<file path="src/rtl/muldiv_sequencer.sv">
// -----------------------------------------------------------------------------
// muldiv_sequencer
//   Control FSM for the iterative signed Booth multiplier / restoring divider
//   datapath. It accepts one MUL/DIV request, latches the operands and
//   sequences the datapath through one load strobe and a fixed number of step
//   strobes. It then captures the 64-bit result into HI/LO. A divide by zero
//   completes in one cycle and never touches the datapath.
//
//   Optional build macro: MULDIV_RADIX4_EN
//     When defined, MUL runs STEPS/2 step cycles in radix-4 Booth mode, and the
//     extra output dp_radix4 tells the datapath which mode to use.
//
// Ports:
//   clk, reset           rising-edge clock, asynchronous active-high reset
//   start, op            request strobe (sampled in IDLE), 0 = MUL, 1 = DIV
//   operand_a/_b         multiplicand/dividend, multiplier/divisor
//   busy                 operation in flight (pipeline stall)
//   done                 one-cycle pulse when HI/LO are updated
//   div_by_zero          set by a divide by zero, held until the next accepted start
//   hi_out, lo_out       MUL: product high/low, DIV: remainder/quotient
//   dp_load, dp_step     datapath initialise / one-iteration strobes
//   dp_op, dp_a, dp_b    latched request, stable while busy
//   dp_radix4            (MULDIV_RADIX4_EN only) radix-4 Booth mode select
//   dp_hi, dp_lo         datapath results, sampled in CAPTURE only
// -----------------------------------------------------------------------------
module muldiv_sequencer #(
  parameter int WIDTH = 32,
  parameter int STEPS = 32,
  parameter int CNT_W = 6
) (
  input  logic             clk,
  input  logic             reset,
  input  logic             start,
  input  logic             op,
  input  logic [WIDTH-1:0] operand_a,
  input  logic [WIDTH-1:0] operand_b,
  output logic             busy,
  output logic             done,
  output logic             div_by_zero,
  output logic [WIDTH-1:0] hi_out,
  output logic [WIDTH-1:0] lo_out,
  output logic             dp_load,
  output logic             dp_step,
  output logic             dp_op,
  output logic [WIDTH-1:0] dp_a,
  output logic [WIDTH-1:0] dp_b,
`ifdef MULDIV_RADIX4_EN
  output logic             dp_radix4,
`endif
  input  logic [WIDTH-1:0] dp_hi,
  input  logic [WIDTH-1:0] dp_lo
);

  localparam logic [1:0] S_IDLE    = 2'd0;
  localparam logic [1:0] S_LOAD    = 2'd1;
  localparam logic [1:0] S_STEP    = 2'd2;
  localparam logic [1:0] S_CAPTURE = 2'd3;

  localparam logic [CNT_W-1:0] LAST_FULL = CNT_W'(STEPS - 1);
  localparam logic [CNT_W-1:0] LAST_HALF = CNT_W'(STEPS / 2 - 1);
  localparam logic [CNT_W-1:0] CNT_ONE   = CNT_W'(1);
  localparam logic [CNT_W-1:0] CNT_ZERO  = CNT_W'(0);

  logic [1:0]       state_q, state_d;
  logic [CNT_W-1:0] cnt_q, cnt_d;
  logic             op_q, op_d;
  logic [WIDTH-1:0] a_q, a_d;
  logic [WIDTH-1:0] b_q, b_d;
  logic [WIDTH-1:0] hi_q, hi_d;
  logic [WIDTH-1:0] lo_q, lo_d;
  logic             done_q, done_d;
  logic             dbz_q, dbz_d;
  logic [CNT_W-1:0] last_cnt_s;
  logic             div_zero_req_s;

  // Counter value of the final step cycle for the latched operation.
  always_comb begin
    last_cnt_s = LAST_FULL;
`ifdef MULDIV_RADIX4_EN
    if (op_q == 1'b0) begin
      last_cnt_s = LAST_HALF;
    end else begin
      last_cnt_s = LAST_FULL;
    end
`endif
  end

  assign div_zero_req_s = op && (operand_b == {WIDTH{1'b0}});

  // Next-state and next-register logic for the sequencer FSM.
  always_comb begin
    state_d = state_q;
    cnt_d   = cnt_q;
    op_d    = op_q;
    a_d     = a_q;
    b_d     = b_q;
    hi_d    = hi_q;
    lo_d    = lo_q;
    done_d  = 1'b0;
    dbz_d   = dbz_q;
    case (state_q)
      S_IDLE: begin
        if (start) begin
          if (div_zero_req_s) begin
            // Divide by zero completes here without running the datapath.
            hi_d   = operand_a;
            lo_d   = {WIDTH{1'b1}};
            dbz_d  = 1'b1;
            done_d = 1'b1;
          end else begin
            op_d    = op;
            a_d     = operand_a;
            b_d     = operand_b;
            dbz_d   = 1'b0;
            state_d = S_LOAD;
          end
        end else begin
          state_d = S_IDLE;
        end
      end
      S_LOAD: begin
        cnt_d   = CNT_ZERO;
        state_d = S_STEP;
      end
      S_STEP: begin
        cnt_d = cnt_q + CNT_ONE;
        if (cnt_q == last_cnt_s) begin
          state_d = S_CAPTURE;
        end else begin
          state_d = S_STEP;
        end
      end
      S_CAPTURE: begin
        hi_d    = dp_hi;
        lo_d    = dp_lo;
        done_d  = 1'b1;
        state_d = S_IDLE;
      end
      default: begin
        state_d = S_IDLE;
      end
    endcase
  end

  // State and datapath-facing registers with asynchronous reset.
  always_ff @(posedge clk or posedge reset) begin
    if (reset) begin
      state_q <= S_IDLE;
      cnt_q   <= CNT_ZERO;
      op_q    <= 1'b0;
      a_q     <= {WIDTH{1'b0}};
      b_q     <= {WIDTH{1'b0}};
      hi_q    <= {WIDTH{1'b0}};
      lo_q    <= {WIDTH{1'b0}};
      done_q  <= 1'b0;
      dbz_q   <= 1'b0;
    end else begin
      state_q <= state_d;
      cnt_q   <= cnt_d;
      op_q    <= op_d;
      a_q     <= a_d;
      b_q     <= b_d;
      hi_q    <= hi_d;
      lo_q    <= lo_d;
      done_q  <= done_d;
      dbz_q   <= dbz_d;
    end
  end

  // Strobes decode registered state only, so they fall with an asynchronous reset.
  assign busy        = (state_q != S_IDLE);
  assign dp_load     = (state_q == S_LOAD);
  assign dp_step     = (state_q == S_STEP);
  assign done        = done_q;
  assign div_by_zero = dbz_q;
  assign hi_out      = hi_q;
  assign lo_out      = lo_q;
  assign dp_op       = op_q;
  assign dp_a        = a_q;
  assign dp_b        = b_q;
`ifdef MULDIV_RADIX4_EN
  assign dp_radix4   = busy && (op_q == 1'b0);
`endif

endmodule

</file>
<file path="config.mk">
export PLATFORM = sky130hd
export DESIGN_NAME = muldiv_sequencer
export DESIGN_NICKNAME = d
export VERILOG_FILES = /design/src/rtl/muldiv_sequencer.sv
export SDC_FILE = /design/constraint.sdc
export NUM_CORES = 1
export LEC_CHECK = 0
export CORE_MARGIN = 5
export CORE_UTILIZATION = 40
export DETAILED_ROUTE_END_ITERATION = 12
export PLACE_DENSITY = 0.83
export SLEW_MARGIN = 20
export SYNTH_ARGS = -nofsm -noshare
export SYNTH_HDL_FRONTEND = slang
export SYNTH_SLANG_ARGS = --single-unit
</file>
<file path="constraint.sdc">
create_clock -name clk -period 8.25 [get_ports clk]
set_input_delay 2.475 -clock clk [delete_from_list [all_inputs] [get_ports clk]]
set_output_delay 2.475 -clock clk [all_outputs]
set_load 0.01 [all_outputs]
</file>
==> out/metrics.yaml <==
timing:
  rsz0062_at_grt: "false"
  finalClockSkew_ns: 0.00593
  report.final.slew_viol_count: 0
  hold_viol_final: 0
  fmax_mhz: 196
  setup-violations-final: 0
  maxSlewHeadroom: 0.299
  postLayoutSetupSlackWorst_ns: 3.15
  finalCriticalPeriod_ns: 5.10
  fin_setup_tns_ns: 0
  min_period_over_period: 0.618
  worstMarginPinSlew_ns: 1.05
cts:
  clockBufferDepth: 2
  cts_tree: "built"
  cts_sinks: 139
  root_buffer: "clkbuf_16"
  cts_buffers: 17
  clock_latency_ns: 0.41
  cts_resized: 0
  cts_setup_buffers: 0
  hold_buffers: 0
  htreeDepth: 4
  cts.clk_slew.worst_paths_ns: 0.05
synthesis:
  synth_mux_area_frac: 0.122
  synth_top_family_by_area: "multiplexers"
  netlist.area_leader.share: 0.611
  syn_inst: 463
  yosysTopAreaCell: "dfrtp_1"
  synth_warnings: 0
  synth-seq-cells: 139
  synth.area.top_cells: "dfrtp_1 61%, mux2_1 8.7%, o22a_1 4.9%"
  synthAdderAreaFrac: 0.0132
  avgSynthCellArea_um2: 12.3
  seq_area_frac_synth: 0.611
  synth_xor_area_frac: 0.00154
  synth_cell_types: 32
  synth_compound_area_frac: 0.115
  synth_fp_nets: 601
  synth_simple_gate_area_frac: 0.103
  synthesis.area_um2: 5690
finish:
  diodes: 0
  drive_above_1_share: 0.0739
  area_growth_syn_to_layout_pct: 57.9
  nFillCells: 1043
  layout.nets: 857
  area.sequential_um2: 3480
  final_core_util: 0.645
  multi_input_area_um2: 2050
global_routing:
  grt_pass1_vias: 5144
  overflow: 0
  grt_max_degree: 78
  antenna_found_initial: 0
  grt_use_total: 0.204
  grt_pass1_wl_mm: 26.6
route:
  vias: 4748
  viasPerCell: 5.21
  drt-initial-drc-count: 230
  wl_per_cell_um: 18.6
  ant_nets: 0
  drc_errors: 0
  wl_mm: 17.0
  dr.pass1.iters: 4
place:
  dp_slack_ns: 2.73
  hpwl_mm: 12.5
  io_buffers: 265
  gp_congestion: 0.866
setup_path:
  cp_max_fo: 70
  crit_arrival_ns: 5.39
  critPathRequiredTime_ns: 8.54
  end_kind: "flop"
  cp_cell_sequence: "clkdlybuf4s50_1 -> nor3_1 -> nand4_4 -> mux2_2 -> a221o_1"
  critPathLaunchType: "input pin"
  critical_path_class: "input pin to flop"
  slowest_delay_ns: 0.94
  critPathSlowestCell: "nand4_4"
die:
  core_area_um2: 13900
  ioPinCount: 266
  die-height_um: 129
  rows: 43
  die-area_um2: 16700
  initial_core_util: 0.409
  die_x_um: 129
power_and_ir_drop:
  irDropWorstVdd_v: 0.000177
  pwr_density_cell_nw_per_um2: 360
  p_leak_nw: 3.65
hold_path:
  hp-class: "flop to flop"
outcome:
  status: "complete, no violations"
flow_run:
  maxCapViolations: 0
==> cell type report <==
type,instances,share of cell area
clock buffer,23,0.0509
clock inverter,8,0.00529
inverter,8,0.00390
multi-input combinational,282,0.228
sequential,139,0.387
tap,180,0.0250
timing repair buffer,271,0.300
==> kinds of logic after synthesis <==
logic type	Yosys count
mux	62
xor+xnor	1
simple gates	130
compound gates	83
flops	139
fa+ha+maj	6
buf+inv	42
==> synth_stat cells <==
master,instances
nand3_1,4
buf_4,6
a21oi_1,4
o31ai_1,1
nor3_1,32
a22o_1,6
nor2b_1,1
mux2_1,44
nor2_1,66
and4_1,2
mux2_2,16
clkbuf_1,18
xor2_1,1
buf_2,9
clkbuf_2,1
nor4_1,7
inv_1,8
ha_1,6
nand2_1,11
a221o_1,1
o21ai_1,1
dfrtp_1,139
nand4_2,1
o22a_1,32
nand4_1,2
a211oi_1,31
mux2i_1,2
o21ai_0,6
or3_1,1
and2_1,2
a41oi_2,1
nor4b_1,1
==> cells in the final DEF, fill, tap and decap left out, types with 5 or more instances in the layout <==
cell type and count:
clkbuf_16 17, clkinv_2 6, o22a_1 32, buf_4 6, nor2_1 65, nand2_1 10
ha_1 6, clkdlybuf4s50_1 265, mux2_1 44, mux2_2 16, o21ai_0 6, a211oi_1 31
nor4_1 7, dfrtp_1 139, inv_1 7, a22o_1 6, nor3_1 32, clkbuf_1 5
==> metrics by stage <==
stage	cells	hold WS [ns]	power, mW	area (µm²)
4_1_cts	911	0.494	3.28	8990
6_report	911	0.487	3.24	8990
5_1_grt	911	0.504	3.43	8990
2_1_floorplan	463	0.475	1.77	5690
3_5_place_dp	880	0.481	2.61	8490
3_3_place_gp	880	0.474	2.56	8490
==> worst max-delay path, delay by kind of cell <==
kind            cells  cell delay [ns]
compound gates      1             0.29
mux                 1             0.60
buf+inv             1             0.43
simple gates        2             1.60
==> final timing paths <==
path,start,endpoint,slack [ns],cells past startpoint
max,operand_b[27],hi_out[31],3.15,5
max in group asynchronous,reset,done,4.39,3
min,dp_b[18],dp_b[18],0.49,1
min reg2reg,dp_b[18],dp_b[18],0.49,1
max reg2reg,state_q[1],hi_out[31],5.17,6
min in group asynchronous,reset,lo_out[1],2.58,2
==> power breakdown <==
part | switching, mW | total [mW] | internal [mW]
Sequential | 0.175 | 1.17 | 0.993
Clock | 0.266 | 0.653 | 0.387
Combinational | 0.584 | 1.42 | 0.833
==> registers in the layout, indices dropped and copies added (netlist names) <==
register and count:
cnt_q 6, div_by_zero 1, done 1, dp_a 32, dp_b 32, dp_op 1, hi_out 32, lo_out 32
state_q 2
==> per-layer routing <==
metal / share of wire / GRT usage
met1: 0.38 / 0.236
met2: 0.49 / 0.341
met3: 0.10 / 0.0833
met4: 0.023 / 0.0735
met5: 0 / 0
Note: power is estimated with default switching activity, not from simulation.
